### src/rtl/rs_pkg.sv
// GF(2^8) helpers and shared types for the Reed-Solomon syndrome stage.
// Field: primitive polynomial x^8+x^4+x^3+x^2+1, alpha = 0x02.
package rs_pkg;

    typedef logic [7:0] gf_t;

    // Low byte of the primitive polynomial 0x11D; bit 8 is implied.
    localparam gf_t GF_POLY = 8'h1D;

    typedef enum logic [1:0] {
        ST_IDLE  = 2'd0,
        ST_ACCUM = 2'd1,
        ST_DONE  = 2'd2
    } syn_state_t;

    // Multiply by alpha: shift left and reduce when bit 7 falls off.
    function automatic gf_t gf_xtime(gf_t a);
        return {a[6:0], 1'b0} ^ (a[7] ? GF_POLY : 8'h00);
    endfunction

    function automatic gf_t gf_mul(gf_t a, gf_t b);
        gf_t acc;
        gf_t x;
        acc = '0;
        x   = a;
        for (int i = 0; i < 8; i++) begin
            if (b[i]) acc = acc ^ x;
            x = gf_xtime(x);
        end
        return acc;
    endfunction

    function automatic gf_t gf_pow_alpha(int e);
        gf_t acc;
        int  k;
        acc = 8'h01;
        k   = e % 255;
        if (k < 0) k = k + 255;
        for (int i = 0; i < k; i++) acc = gf_xtime(acc);
        return acc;
    endfunction

endpackage

### src/rtl/rs_syn_cell.sv
// One syndrome accumulator S_j with its constant multiplier by alpha^POWER.
// With RS_SYN_ERR_FLAG_EN defined, the next-state value is also exported.
module rs_syn_cell
    import rs_pkg::*;
#(
    parameter int POWER = 1
) (
    input  logic clk,
    input  logic srst,
    input  logic load,
    input  logic step,
    input  gf_t  byte_in,
    output gf_t  s
`ifdef RS_SYN_ERR_FLAG_EN
    ,output gf_t s_next
`endif
);

    localparam gf_t ALPHA_J = gf_pow_alpha(POWER);

    gf_t s_reg;
    gf_t s_nxt;
    gf_t prod;
    gf_t terms [8];

    // Each input bit selects a precomputed column alpha^j * 2^k, so the
    // product reduces to a fixed XOR network with no table.
    generate
        for (genvar gi = 0; gi < 8; gi++) begin : g_col
            localparam gf_t COL = gf_mul(gf_t'(1 << gi), ALPHA_J);
            assign terms[gi] = s_reg[gi] ? COL : 8'h00;
        end
    endgenerate

    always_comb begin
        prod = '0;
        for (int k = 0; k < 8; k++) prod = prod ^ terms[k];
    end

    always_comb begin
        s_nxt = s_reg;
        if (load)      s_nxt = byte_in;
        else if (step) s_nxt = prod ^ byte_in;
    end

    always_ff @(posedge clk) begin
        if (srst) s_reg <= '0;
        else      s_reg <= s_nxt;
    end

    assign s = s_reg;
`ifdef RS_SYN_ERR_FLAG_EN
    assign s_next = s_nxt;
`endif

endmodule

### src/rtl/rs_syndrome_calc.sv
// Streaming RS syndrome generator: Horner evaluation at alpha^1..alpha^TWO_T.
// Optional RS_SYN_ERR_FLAG_EN adds the registered err_detected output.
module rs_syndrome_calc
    import rs_pkg::*;
#(
    parameter int N     = 255,
    parameter int TWO_T = 16
) (
    input  logic                 clock_in,
    input  logic                 reset,
    input  logic [7:0]           byte_in,
    input  logic                 byte_valid,
    output logic                 in_ready,
    output logic [8*TWO_T-1:0]   syndromes,
    output logic                 syn_valid,
    input  logic                 syn_ack
`ifdef RS_SYN_ERR_FLAG_EN
    ,output logic                err_detected
`endif
);

    localparam logic [7:0] LAST_COUNT = 8'(N - 1);

    syn_state_t state_reg, state_next;
    logic [7:0] count_reg, count_next;
    logic       accept;
    logic       load;
    logic       step;
    logic       last_accept;

`ifdef RS_SYN_ERR_FLAG_EN
    gf_t syn_next [TWO_T];
`endif

    assign accept      = byte_valid && in_ready;
    assign load        = accept && (state_reg == ST_IDLE);
    assign step        = accept && (state_reg == ST_ACCUM);
    assign last_accept = step && (count_reg == LAST_COUNT);

    generate
        for (genvar gi = 0; gi < TWO_T; gi++) begin : g_cell
            rs_syn_cell #(
                .POWER (gi + 1)
            ) u_cell (
                .clk     (clock_in),
                .srst    (reset),
                .load    (load),
                .step    (step),
                .byte_in (byte_in),
                .s       (syndromes[8*gi +: 8])
`ifdef RS_SYN_ERR_FLAG_EN
                ,.s_next (syn_next[gi])
`endif
            );
        end
    endgenerate

    always_ff @(posedge clock_in) begin
        if (reset) begin
            state_reg <= ST_IDLE;
            count_reg <= '0;
        end else begin
            state_reg <= state_next;
            count_reg <= count_next;
        end
    end

    always_comb begin
        state_next = state_reg;
        count_next = count_reg;
        in_ready   = 1'b1;
        syn_valid  = 1'b0;
        case (state_reg)
            ST_IDLE: begin
                if (byte_valid) begin
                    count_next = 8'd1;
                    state_next = ST_ACCUM;
                end
            end
            ST_ACCUM: begin
                if (byte_valid) begin
                    count_next = count_reg + 8'd1;
                    if (count_reg == LAST_COUNT) state_next = ST_DONE;
                end
            end
            ST_DONE: begin
                // Frozen result: input is refused until the consumer acks.
                in_ready  = 1'b0;
                syn_valid = 1'b1;
                if (syn_ack) state_next = ST_IDLE;
            end
            default: state_next = ST_IDLE;
        endcase
    end

`ifdef RS_SYN_ERR_FLAG_EN
    logic err_reg;
    logic any_next;

    // Reduce the values being loaded on the final accept so the flag is
    // already correct in the first DONE cycle.
    always_comb begin
        any_next = 1'b0;
        for (int j = 0; j < TWO_T; j++) any_next = any_next | (|syn_next[j]);
    end

    always_ff @(posedge clock_in) begin
        if (reset)                                   err_reg <= 1'b0;
        else if (last_accept)                        err_reg <= any_next;
        else if ((state_reg == ST_DONE) && syn_ack)  err_reg <= 1'b0;
    end

    assign err_detected = err_reg;
`endif

endmodule

### config.mk
export PLATFORM = sky130hd
export DESIGN_NAME = rs_syndrome_calc
export DESIGN_NICKNAME = d
export VERILOG_FILES = /design/src/rtl/rs_pkg.sv /design/src/rtl/rs_syn_cell.sv /design/src/rtl/rs_syndrome_calc.sv
export SDC_FILE = /design/constraint.sdc
export NUM_CORES = 1
export LEC_CHECK = 0
export ABC_CLOCK_PERIOD_IN_PS = 1550
export CAP_MARGIN = 10
export CORE_ASPECT_RATIO = 0.8
export CORE_MARGIN = 2
export CORE_UTILIZATION = 49
export DETAILED_ROUTE_END_ITERATION = 16
export GPL_TIMING_DRIVEN = 0
export PLACE_DENSITY = 0.79
export RECOVER_POWER = 50
export SETUP_SLACK_MARGIN = 0.4
export SYNTH_ARGS = -nofsm -noshare
export SYNTH_HDL_FRONTEND = slang
export SYNTH_SLANG_ARGS = --single-unit
### constraint.sdc
create_clock -name clock_in -period 1.55 [get_ports clock_in]
set_input_delay 0.465 -clock clock_in [delete_from_list [all_inputs] [get_ports clock_in]]
set_output_delay 0.465 -clock clock_in [all_outputs]
set_load 0.005 [all_outputs]
==> impl_metrics.csv, run 1 <==
group,metric,value,unit
sta,grt-worst-endpoint,"g_cell[15].u_cell.s[2]$_SDFFE_PP0P_/D",
synth,synth_compound_area_share,12.6,%
global_route,grt_max_degree,17,
place,routabilityCongestion,0.877,
synth,yosys.area.top_type,"dfxtp_1",
synth,syn_area,8700,um2
clock_tree,clock_path_buffers,2,
synth,synth_edf_count,0,
synth,synth_top_area_share,31.8,%
clock_tree,cts_root_buf,"clkbuf_16",
synth,synthArstFlopShare,0,%
synth,synth_fa_ha_area_share,0.288,%
run_status,outcome,"did not finish",
place,dp_hpwl,19400,um
clock_tree,cts_sinks,138,
synth,synth_mux_area_share,3.16,%
synth,ys_seq_area_share,31.8,%
synth,synth_xor_area_share,31.9,%
synth,synth_nets,1047,
synth,netlist_instances,1033,
synth,yosysWarnings,0,
synth,synth.most_common_cell,"nor2_1",
clock_tree,cts_max_level,4,
sta,worst_path_end_type,"register input",
floorplanning,start_util,50.1,%
synth,synth_top_family_by_area,"XOR/XNOR gates",
floorplanning,io_pins,142,
run_status,lastStage,"global routing (5_1_grt)",
place,preCtsSetupSlack,-664,ps
synth,synth_commonest_cells,"nor2_1 (162), xnor2_1 (161), dfxtp_1 (138)",
clock_tree,cts_buffers,17,
synth,synthFlopType,"dfxtp_1",
place,io_buffers,133,
synth,avgSynthCellArea,8.42,um2
synth,ys_types,49,
floorplanning,die_y,123,um
synth,synth-simple-area-share,15.2,%
synth,synth_area_leaders,"dfxtp_1 (32%), xnor2_1 (16%), xor2_1 (12%)",
run_status,error_message,"[ERROR DPL-0038] Utilization greater than 100%, impossible to legalize",
synth,ys_seq_elements,138,
floorplanning,num_rows,43,
floorplanning,die-width,153,um
==> repair_timing <==
item,4_1_cts
buffers inserted,185
endpoints found under the setup margin,268
hold buffers,0
gates resized for setup,1124
gates cloned,27
pin swaps,163
==> through the flow <==
stage / cells / util (%) / hold WS, ps / TNS [ps] / cell area [um2]
after floorplan: 1033 / - / 472 / 0 / 10000
after global placement: 1391 / 66.9 / 485 / -66990 / 11600
after detailed placement: 1391 / 66.9 / 496 / -69450 / 11600
after CTS: 1635 / 93.5 / 412 / -247 / 16200
==> cell families after synthesis <==
family                     Yosys count
and+or+nand+nor                    324
xor gates and xnor gates           295
AOI/OAI and AO/OA                  157
DFF                                138
buffers and inverters               90
muxes                               27
adders and majority gates            2
==> run 2: changes to the inputs <==
Settings changed: ABC_CLOCK_PERIOD_IN_PS 1550 to 2000, CORE_ASPECT_RATIO 0.8 to default, CORE_UTILIZATION 49 to 40, PLACE_DENSITY 0.79 to default, PLACE_DENSITY_LB_ADDON from default to 0.15, SETUP_SLACK_MARGIN 0.4 to default.
Clock period 1.55 ns to 2 ns, I/O delays scaled along.
==> run 2 against run 1 <==
The run now ends clean. Synthesized area is the same. Synthesized cell count stayed put.
==> impl_metrics.csv, run 2 <==
group,metric,value,unit
run_status,outcome,"completed",
min_path,min_from,"g_cell[4].u_cell.s[2]",
synth,avgSynthCellArea,8.42,um2
pwr,ir_drop,592,uV
cells_and_area,layout_commonest_cell,"nor2_1",
setup_path,r2r-start,"state_reg[0]",
synth,synth_area_leaders,"dfxtp_1 (32%), xnor2_1 (16%), xor2_1 (12%)",
synth,synth.most_common_cell,"nor2_1",
sta,relSlewSlack,50.9,%
sta,period_needed,1980,ps
setup_path,required,2290,ps
sta,fmax,505,MHz
synth,ys_seq_area_share,31.8,%
min_path,hold_class,"flip-flop to flip-flop",
route,initialDrtViolationCount,500,
clock_tree,postCtsHoldBufs,0,
sta,setup_viol,0,
setup_path,crit_path_end_kind,"flip-flop",
route,vias,7823,
place,place_area,10400,um2
floorplanning,die-width,151,um
floorplanning,num_rows,53,
sta,setup_slack,20.0,ps
route,ant_nets,0,
cells_and_area,stdcell_area,11300,um2
synth,synth_commonest_cells,"nor2_1 (162), xnor2_1 (161), dfxtp_1 (138)",
pwr,p_per_area,874,nW/um2
sta,clock_skew,7.44,ps
route,first_pass_iters,5,
clock_tree,clock_path_buffers,2,
synth,ys_types,49,
route,finalWirelength,28800,um
route,wl_per_cell,19.5,um
place,preCtsSetupSlack,-855,ps
setup_path,crit_family,"buffers and inverters",
synth,ys_seq_elements,138,
clock_tree,cts_sinks,138,
pwr,total_power,9.88,mW
clock_tree,clkTransAtPathRegs,60,ps
cells_and_area,fin_util,53.4,%
cells_and_area,layout.nets,1199,
run,maxCapViolCount,0,
route,drc,0,
synth,syn_area,8700,um2
sta,fin_crit_sh,99.0,%
cells_and_area,layout-drive-gt1-share,17.1,%
global_route,overflow,0,
sta,rsz0062_at_grt,"true",
setup_path,critPathSlowestCell,"clkdlybuf4s50_1",
sta,tightest_slew,736,ps
sta,maxSlewViolCount,0,
cells_and_area,n_antenna_cell,0,
cells_and_area,largest_reg_flops,128,
clock_tree,cts_max_level,4,
clock_tree,cts_root_buf,"clkbuf_16",
cells_and_area,final_cell_mix,"nor2_1 (162), xnor2_1 (161), clkdlybuf4s50_1 (130)",
global_route,grt_pass1_wl,43400,um
global_route,grt_max_degree,17,
synth,synth_nets,1047,
setup_path,worstPathMaxFanout,10,
floorplanning,die_y,151,um
synth,netlist_instances,1033,
setup_path,arrival,2270,ps
setup_path,crit_chain,"clkdlybuf4s50_1 -> nor2b_1 -> buf_2 -> buf_4 -> buf_6 -> nand2_1 -> a221oi_1 -> nor2_1",
synth,synthFlopType,"dfxtp_1",
global_route,track_usage,25.3,%
synth,synth_top_area_share,31.8,%
synth,synth_edf_count,0,
cells_and_area,syn_to_final_growth,29.9,%
clock_tree,clock_latency,430,ps
global_route,antenna_found_initial,0,
floorplanning,start_util,41.1,%
floorplanning,io_pins,142,
synth,yosysWarnings,0,
place,routabilityCongestion,0.897,
synth,synthArstFlopShare,0,%
place,io_buffers,133,
floorplanning,core,21200,um2
setup_path,startpoint,"byte_valid",
synth,yosys.area.top_type,"dfxtp_1",
place,dp_hpwl,19700,um
route,viasPerCell,5.31,
setup_path,critPathKind,"primary input to flip-flop",
setup_path,crit_buf_inv,4,
setup_path,cp-start-kind,"primary input",
setup_path,max_stage_delay,560,ps
sta,hold_viol_final,0,
floorplanning,dieArea,22900,um2
global_route,grt_pass1_vias,7321,
pwr,power.leakage,4.28,nW
clock_tree,cts_tree,"done",
clock_tree,cts_buffers,17,
==> run 2: cell counts after synthesis <==
No cell type changed its count.
==> run 2: tightest hold or removal path: stages (launching register included) <==
cell and delay, ps:
dfxtp_2 340, nand2_1 60, a21oi_1 50
==> run 2: layer usage <==
layer	share of wire, %	track usage [%]	wire length (um)	vias up
met5	0	0	0	-
met4	1.6	7.57	472	0
met3	6.6	4.40	1910	40
met2	45	39.5	12900	297
met1	47	35.7	13500	3747
li1	-	-	-	3739
==> run 2: logic make-up after synthesis <==
| group | count (synthesis) | synth area share, % |
|---|---|---|
| AOI/OAI and AO/OA | 157 | 12.6 |
| adders and majority gates | 2 | 0.288 |
| buffers and inverters | 90 | 5.09 |
| muxes | 27 | 3.16 |
| and+or+nand+nor | 324 | 15.2 |
| DFF | 138 | 31.8 |
| xor gates and xnor gates | 295 | 31.9 |
==> run 2: report_power, final <==
| part | total, mW | internal [mW] | switching [mW] |
|---|---|---|---|
| Sequential | 3.44 | 3.03 | 0.409 |
| Clock | 3.49 | 2.16 | 1.33 |
| Combinational | 2.95 | 1.56 | 1.39 |
==> run 2: through the flow <==
step | cells | hold slack (ps) | TNS, ps
floorplan | 1033 | 465 | 0
global placement | 1441 | 491 | -86590
detailed placement | 1441 | 493 | -86880
CTS | 1474 | 505 | 0
global route | 1473 | 525 | -315
finish | 1473 | 491 | 0
==> run 2: path summary, 6_finish.rpt <==
kind                                               end  slack, ps  cells past startpoint
worst min register to register   g_cell[4].u_cell.s[2]        490                      2
worst max register to register  g_cell[13].u_cell.s[0]        130                      6
worst min-delay path             g_cell[4].u_cell.s[2]        490                      2
worst max-delay path            g_cell[13].u_cell.s[0]         20                      8
==> run 2: timing repair <==
action                                  CTS  global route
gates resized for setup                 111            66
endpoints found under the setup margin  189           121
buffers inserted                          2             0
==> run 2: area by class of cell <==
type / instances / area (um2)
Fill cell: 1990 / 9850
Multi-Input combinational cell: 805 / 5510
Sequential cell: 138 / 2940
Timing Repair Buffer: 135 / 1340
Buffer: 79 / 482
Clock buffer: 19 / 453
Tap cell: 275 / 344
Clock inverter: 13 / 193
Inverter: 9 / 36.3
Power figures use the tool's default switching activity.
